`src/rtl/text_pkg.sv`:
```
// rtl/text_pkg.sv - shared geometry, latency and attribute layout for the text display stage
package text_pkg;

  localparam int COLS     = 80;
  localparam int ROWS     = 25;
  localparam int CELL_W   = 8;
  localparam int CELL_H   = 16;
  localparam int ACT_W    = 640;
  localparam int ACT_H    = 400;
  localparam int PIPE     = 4;
  localparam int H_LAST   = 799;
  localparam int ADDR_MAX = COLS * ROWS - 1;

  localparam int ATTR_B   = 0;
  localparam int ATTR_R   = 1;
  localparam int ATTR_G   = 2;
  localparam int ATTR_REV = 3;

  typedef struct packed {
    logic rev;
    logic g;
    logic r;
    logic b;
  } attr_t;

  function automatic attr_t attr_decode(input logic [7:0] a);
    return attr_t'(a[ATTR_REV:ATTR_B]);
  endfunction

  function automatic logic [3:0] chan(input logic on);
    return on ? 4'hF : 4'h0;
  endfunction

endpackage

```
`src/rtl/text_shifter.sv`:
```
// rtl/text_shifter.sv - 8-bit glyph shifter with reverse/cursor inversion and registered RGB output
module text_shifter
  import text_pkg::*;
(
  input  logic       clk,
  input  logic       rst,
  input  logic       load,
  input  logic       valid,
  input  attr_t      attr,
  input  logic [7:0] glyph,
  input  logic       cursor_inv,
  output logic [3:0] r,
  output logic [3:0] g,
  output logic [3:0] b
);

  logic [7:0] sh_q, sh_d;
  logic [2:0] en_q, en_d;
  logic [3:0] r_q, r_d, g_q, g_d, b_q, b_d;
  logic [7:0] pat;
  logic [2:0] en_now;
  logic       pix;

  // Blank cells load an empty pattern with all channels disabled, so a
  // reverse attribute can never light pixels outside the active area.
  always_comb begin
    pat    = glyph ^ {8{attr.rev}} ^ {8{cursor_inv}};
    sh_d   = {sh_q[6:0], 1'b0};
    en_d   = en_q;
    pix    = sh_q[7];
    en_now = en_q;
    if (load) begin
      pix    = valid & pat[7];
      sh_d   = valid ? {pat[6:0], 1'b0} : 8'h00;
      en_d   = valid ? {attr.g, attr.r, attr.b} : 3'b000;
      en_now = en_d;
    end
    r_d = chan(pix & en_now[1]);
    g_d = chan(pix & en_now[2]);
    b_d = chan(pix & en_now[0]);
  end

  always_ff @(posedge clk or posedge rst) begin
    if (rst) begin
      sh_q <= '0;
      en_q <= '0;
      r_q  <= '0;
      g_q  <= '0;
      b_q  <= '0;
    end else begin
      sh_q <= sh_d;
      en_q <= en_d;
      r_q  <= r_d;
      g_q  <= g_d;
      b_q  <= b_d;
    end
  end

  assign r = r_q;
  assign g = g_q;
  assign b = b_q;

endmodule

```
`src/rtl/text_vdisp.sv`:
```
// rtl/text_vdisp.sv - 80x25 text display: VRAM walk, font fetch, pixel pipeline, sync delay
// Optional underline cursor with blink counter when TEXT_CURSOR_EN is defined.
module text_vdisp
  import text_pkg::*;
#(
  parameter int VOFS = 40,
  parameter int PIPE = text_pkg::PIPE
) (
  input  logic        CLK,
  input  logic        RST,
  input  logic [9:0]  H_CNT,
  input  logic [9:0]  V_CNT,
  input  logic        HS_IN,
  input  logic        VS_IN,
  output logic [10:0] VRAM_ADDR,
  input  logic [15:0] VRAM_DATA,
  output logic [10:0] FONT_ADDR,
  input  logic [7:0]  FONT_DATA,
  input  logic [6:0]  CUR_X,
  input  logic [4:0]  CUR_Y,
  output logic        HS,
  output logic        VS,
  output logic [3:0]  VGA_R,
  output logic [3:0]  VGA_G,
  output logic [3:0]  VGA_B
);

  localparam logic [9:0] V_FIRST = 10'(VOFS);
  localparam logic [9:0] V_END   = 10'(VOFS + ACT_H);
  localparam logic [9:0] V_PRE   = 10'(VOFS - 1);

  logic [9:0]  rel;
  logic        v_act, active, cell_start, fetch, line_end, line_clr, line_inc;
  logic        cur_hit;
  logic [10:0] line_base_q, line_base_d, vram_addr_q, vram_addr_d;
  logic [10:0] font_addr_q, font_addr_d;
  logic        s1_start_q, s1_start_d, s1_valid_q, s1_valid_d, s1_cur_q, s1_cur_d;
  logic [2:0]  s1_grow_q, s1_grow_d;
  logic        s2_start_q, s2_start_d, s2_valid_q, s2_valid_d, s2_cur_q, s2_cur_d;
  attr_t       s2_attr_q, s2_attr_d, s3_attr_q, s3_attr_d;
  logic        s3_start_q, s3_start_d, s3_valid_q, s3_valid_d, s3_cur_q, s3_cur_d;
  logic [7:0]  s3_glyph_q, s3_glyph_d;
  logic [PIPE-1:0] hs_dly_q, hs_dly_d, vs_dly_q, vs_dly_d;
  logic        data_unused;

  assign rel        = V_CNT - V_FIRST;
  assign v_act      = (V_CNT >= V_FIRST) && (V_CNT < V_END);
  assign active     = v_act && (H_CNT < 10'(ACT_W));
  assign cell_start = (H_CNT[2:0] == 3'd0);
  assign fetch      = active && cell_start;
  assign line_end   = (H_CNT == 10'(H_LAST));
  assign line_clr   = line_end && (V_CNT == V_PRE);
  // Gating the step to active lines keeps line_base bounded during blanking.
  assign line_inc   = line_end && v_act && (rel[3:0] == 4'hF);

  always_comb begin
    line_base_d = line_base_q;
    if (line_clr)
      line_base_d = '0;
    else if (line_inc)
      line_base_d = line_base_q + 11'(COLS);
    vram_addr_d = fetch ? (line_base_q + {4'd0, H_CNT[9:3]}) : vram_addr_q;

    s1_start_d  = cell_start;
    s1_valid_d  = fetch;
    s1_grow_d   = rel[3:1];
    s1_cur_d    = cur_hit;

    font_addr_d = s1_valid_q ? {VRAM_DATA[7:0], s1_grow_q} : font_addr_q;
    s2_attr_d   = attr_decode(VRAM_DATA[15:8]);
    s2_start_d  = s1_start_q;
    s2_valid_d  = s1_valid_q;
    s2_cur_d    = s1_cur_q;

    s3_glyph_d  = FONT_DATA;
    s3_attr_d   = s2_attr_q;
    s3_start_d  = s2_start_q;
    s3_valid_d  = s2_valid_q;
    s3_cur_d    = s2_cur_q;

    hs_dly_d    = {hs_dly_q[PIPE-2:0], HS_IN};
    vs_dly_d    = {vs_dly_q[PIPE-2:0], VS_IN};
  end

  always_ff @(posedge CLK or posedge RST) begin
    if (RST) begin
      line_base_q <= '0;
      vram_addr_q <= '0;
      font_addr_q <= '0;
      s1_start_q  <= 1'b0;
      s1_valid_q  <= 1'b0;
      s1_grow_q   <= '0;
      s1_cur_q    <= 1'b0;
      s2_start_q  <= 1'b0;
      s2_valid_q  <= 1'b0;
      s2_attr_q   <= '0;
      s2_cur_q    <= 1'b0;
      s3_start_q  <= 1'b0;
      s3_valid_q  <= 1'b0;
      s3_attr_q   <= '0;
      s3_cur_q    <= 1'b0;
      s3_glyph_q  <= '0;
      hs_dly_q    <= '1;
      vs_dly_q    <= '1;
    end else begin
      line_base_q <= line_base_d;
      vram_addr_q <= vram_addr_d;
      font_addr_q <= font_addr_d;
      s1_start_q  <= s1_start_d;
      s1_valid_q  <= s1_valid_d;
      s1_grow_q   <= s1_grow_d;
      s1_cur_q    <= s1_cur_d;
      s2_start_q  <= s2_start_d;
      s2_valid_q  <= s2_valid_d;
      s2_attr_q   <= s2_attr_d;
      s2_cur_q    <= s2_cur_d;
      s3_start_q  <= s3_start_d;
      s3_valid_q  <= s3_valid_d;
      s3_attr_q   <= s3_attr_d;
      s3_cur_q    <= s3_cur_d;
      s3_glyph_q  <= s3_glyph_d;
      hs_dly_q    <= hs_dly_d;
      vs_dly_q    <= vs_dly_d;
    end
  end

`ifdef TEXT_CURSOR_EN
  logic [4:0] frame_q, frame_d, row_q, row_d;
  logic       vs_prev_q, vs_prev_d;

  // Text row tracked alongside line_base so the cursor compare needs no divide.
  always_comb begin
    vs_prev_d = VS_IN;
    frame_d   = (vs_prev_q && !VS_IN) ? frame_q + 5'd1 : frame_q;
    row_d     = row_q;
    if (line_clr)
      row_d = '0;
    else if (line_inc)
      row_d = row_q + 5'd1;
    cur_hit = frame_q[4] && (H_CNT[9:3] == CUR_X) && (row_q == CUR_Y) && (rel[3:1] == 3'd7);
  end

  always_ff @(posedge CLK or posedge RST) begin
    if (RST) begin
      frame_q   <= '0;
      row_q     <= '0;
      vs_prev_q <= 1'b1;
    end else begin
      frame_q   <= frame_d;
      row_q     <= row_d;
      vs_prev_q <= vs_prev_d;
    end
  end

  assign data_unused = ^{VRAM_DATA[15:12], rel[9:4]};
`else
  assign cur_hit     = 1'b0;
  assign data_unused = ^{VRAM_DATA[15:12], rel[9:4], CUR_X, CUR_Y};
`endif

  text_shifter u_shifter (
    .clk        (CLK),
    .rst        (RST),
    .load       (s3_start_q),
    .valid      (s3_valid_q),
    .attr       (s3_attr_q),
    .glyph      (s3_glyph_q),
    .cursor_inv (s3_cur_q),
    .r          (VGA_R),
    .g          (VGA_G),
    .b          (VGA_B)
  );

  assign VRAM_ADDR = vram_addr_q;
  assign FONT_ADDR = font_addr_q;
  assign HS        = hs_dly_q[PIPE-1];
  assign VS        = vs_dly_q[PIPE-1];

endmodule

```
`config.mk`:
```
export PLATFORM = sky130hd
export DESIGN_NAME = text_vdisp
export DESIGN_NICKNAME = d
export VERILOG_FILES = /design/src/rtl/text_pkg.sv /design/src/rtl/text_shifter.sv /design/src/rtl/text_vdisp.sv
export SDC_FILE = /design/constraint.sdc
export NUM_CORES = 1
export LEC_CHECK = 0
export CORE_MARGIN = 5
export CORE_UTILIZATION = 35
export CTS_BUF_LIST = sky130_fd_sc_hd__clkbuf_4
export CTS_CLUSTER_DIAMETER = 100
export DETAILED_ROUTE_END_ITERATION = 10
export PLACE_DENSITY = 0.69
export SYNTH_ARGS = -nofsm -noshare
export SYNTH_HDL_FRONTEND = slang
export SYNTH_SLANG_ARGS = --single-unit
export TNS_END_PERCENT = 100
```
`constraint.sdc`:
```
create_clock -name CLK -period 2.44 [get_ports CLK]
set_input_delay 0.366 -clock CLK [delete_from_list [all_inputs] [get_ports CLK]]
set_output_delay 0.366 -clock CLK [all_outputs]
set_load 0.01 [all_outputs]
```
==> flow_summary_export.csv <==
group,metric,value,unit
floorplan,die_h,102,um
floorplan,num_rows,33,
clocking,cts_sinks,75,
final_layout,n_antenna_cell,0,
sta,rsz0062_at_grt,"no",
global_routing,grt_pass1_vias,1992,
clocking,postCtsSetupRepairBufs,0,
synthesis,synth-seq-cells,75,
floorplan,ios,96,
clocking,cts_max_level,3,
global_routing,grt_overflow_total,0,
sta,clock-skew-final,0.0108,ns
clocking,clock_path_buffers,2,
run,maxCapViolCount,0,
clocking,hold_buffers,0,
detailed_routing,drc_errors,0,
synthesis,ys_warn_count,0,
synthesis,syn_area,2940,um^2
worst_setup_path,start_kind,"input pin",
power_and_ir_drop,combPwrFrac,16.9,%
worst_setup_path,cp-end-kind,"flip-flop",
clocking,clk_latency,0.40,ns
detailed_routing,post_drt_wl_per_cell,13.1,um
power_and_ir_drop,p_leak,0.00172,uW
global_routing,antenna_found_initial,0,
global_routing,grt_max_degree,39,
sta,period_minus_slack,2.01,ns
place,io_buffers,79,
sta,final_max_slew_viol_count,0,
synthesis,synthDistinctLibCells,35,
final_layout,areaGrowthSynthToFinish,36.8,%
synthesis,ys_seq_area_share,64.3,%
final_layout,drive_above_1_share,19.3,%
power_and_ir_drop,internal_power,1960,uW
place,post_dp_cell_area,3870,um^2
power_and_ir_drop,pwr-share-seq,53.8,%
worst_setup_path,cp_max_fo,7,
clocking,cts_buffers,9,
power_and_ir_drop,power_switching,654,uW
worst_hold_path,hold_path.class,"in -> reg",
worst_setup_path,criticalPathCategory,"in -> reg",
detailed_routing,dr.first_iter.drc_count,33,
clocking,cts_tree,"built",
global_routing,grt_pass1_wl,9.26,mm
final_layout,final_nets,377,
synthesis,avgSynthCellArea,13.2,um^2
worst_setup_path,worstPathRequired,2.78,ns
place,place.gp.congestion,0.842,
final_layout,final_cell_mix,"79 x clkdlybuf4s50_1, 67 x dfrtp_1, 22 x mux2_2",
detailed_routing,ant_nets,0,
sta,tns,0,ns
detailed_routing,finalWirelength,5.51,mm
sta,fmax,498,MHz
power_and_ir_drop,p_per_area,651,nW/um^2
place,place_hpwl,4.20,mm
power_and_ir_drop,peakVddDrop,300,uV
place,dp_cells,405,
sta,hold_viol,0,
sta,period_share,82.3,%
final_layout,nFillCells,750,
final_layout,final_cells,421,
synthesis,syn_inst,222,
floorplan,die_area,10300,um^2
clocking,cts.clk_slew.worst_paths,0.12,ns
power_and_ir_drop,swShare,25.0,%
global_routing,grt_usage,11.6,%
final_layout,final_common_cell,"clkdlybuf4s50_1",
detailed_routing,dr_total_vias,1967,
clocking,cts_resized,0,
floorplan,initial_utilization,35.9,%
synthesis,async_flop_share,100,%
synthesis,synth_edf_count,0,
final_layout,stdcell_area,4020,um^2
detailed_routing,vias_per_cell,4.67,
clocking,cts_root_buf,"clkbuf_4",
sta,setup_viol,0,
floorplan,die_w,102,um
power_and_ir_drop,power_frac_clock,29.3,%
status,outcome,"finished, final reports clean",
synthesis,synthFlopType,"dfrtp_1",
detailed_routing,dr.pass1.iters,4,
floorplan,core_area,8180,um^2
worst_setup_path,crit_arrival,2.34,ns
[cells by family (layout without fill, tap and decap cells)]
group	Yosys count	count (layout)	synth area share [%]
DFF	75	75	64.3
AOI/OAI and AO/OA	35	35	7.29
muxes	25	25	9.46
adders and majority gates	6	6	2.56
other	1	2	0.128
and+or+nand+nor	39	39	7.29
buffers and inverters	26	119	4.56
xor gates and xnor gates	15	15	4.47
[registers in the layout, summed over array words and instances, names as in the netlist, 3 cells and up]
name and flops:
FONT_ADDR 11, VRAM_ADDR 11, s3_glyph_q 8, line_base_q 7, u_shifter.sh_q 7, hs_dly_q 4
s2_attr_q 4, s3_attr_q 4, vs_dly_q 4, s1_grow_q 3, u_shifter.en_q 3
[layer usage]
| metal | GRT usage [%] | vias up | wire, um |
|---|---|---|---|
| li1 | - | 940 | - |
| met1 | 13.9 | 962 | 2280 |
| met2 | 19.0 | 58 | 2730 |
| met3 | 4.34 | 7 | 422 |
| met4 | 4.70 | 0 | 82 |
| met5 | 0 | - | 0 |
[synthesized netlist by cell type, types with 4 or more instances]
master,instances,share of area [%]
dfrtp_1,67,57
mux2_2,22,8.4
inv_1,10,1.3
nand2_1,10,1.3
a21oi_1,9,1.5
buf_4,9,2.3
o21ai_0,9,1.5
xnor2_1,9,2.7
dfstp_2,8,7.2
ha_1,6,2.6
nor2_1,6,0.77
o22ai_1,6,1.3
xor2_1,6,1.8
clkbuf_1,5,0.64
nor3_1,4,0.68
or4_1,4,1.0
[final cells by class]
type	instances	area, um^2	share of cell area, %
flip-flops and latches	75	1890	47.0
multi-input cells	122	920	22.9
clock buffers	9	67.6	1.68
well taps	105	131	3.27
clock inverters	7	77.6	1.93
repair buffers	93	896	22.3
inverters	10	37.5	0.935
[worst max-delay path, stage by stage]
cell and delay (ns):
clkdlybuf4s50_1 0.41, buf_4 0.15, a31o_1 0.16, a221o_1 0.43, buf_4 0.18, nor4_1 0.40
mux2i_1 0.24
[through the flow]
stage,power (uW),util (%),worst slack (ns),hold slack (ns)
6_report,2610,49.1,0.433,0.352
5_1_grt,2760,49.1,0.346,0.304
4_1_cts,2670,49.1,0.443,0.305
3_5_place_dp,1880,47.4,-0.0186,0.336
3_3_place_gp,1880,47.4,0.0404,0.335
2_1_floorplan,1590,-,0.177,0.331
[path summary, 6_finish.rpt]
| kind | endpoint | slack, ns | depth (start not counted) | start |
|---|---|---|---|---|
| min in group asynchronous | s3_glyph_q[0]$_DFF_PP0_ | 0.37 | 3 | RST |
| hold reg to reg | s3_start_q$_DFF_PP0_ | 0.36 | 0 | s2_start_q$_DFF_PP0_ |
| setup reg to reg | VRAM_ADDR[9]$_DFFE_PP0P_ | 0.56 | 6 | line_base_q[5]$_DFFE_PP0P_ |
| setup / recovery | line_base_q[9]$_DFFE_PP0P_ | 0.43 | 7 | V_CNT[3] |
| max in group asynchronous | line_base_q[6]$_DFFE_PP0P_ | 1.70 | 3 | RST |
| hold / removal | vs_dly_q[0]$_DFF_PP1_ | 0.35 | 1 | VS_IN |
[power by group through the flow]
stage	Clock, uW	Sequential [uW]	Combinational, uW
final	765	1410	443
after CTS	803	1410	453
after global routing	860	1420	482
after global placement	0	1430	448
after detailed placement	0	1430	452
after floorplan	0	1460	129
Note: power is estimated with default switching activity, not from simulation.
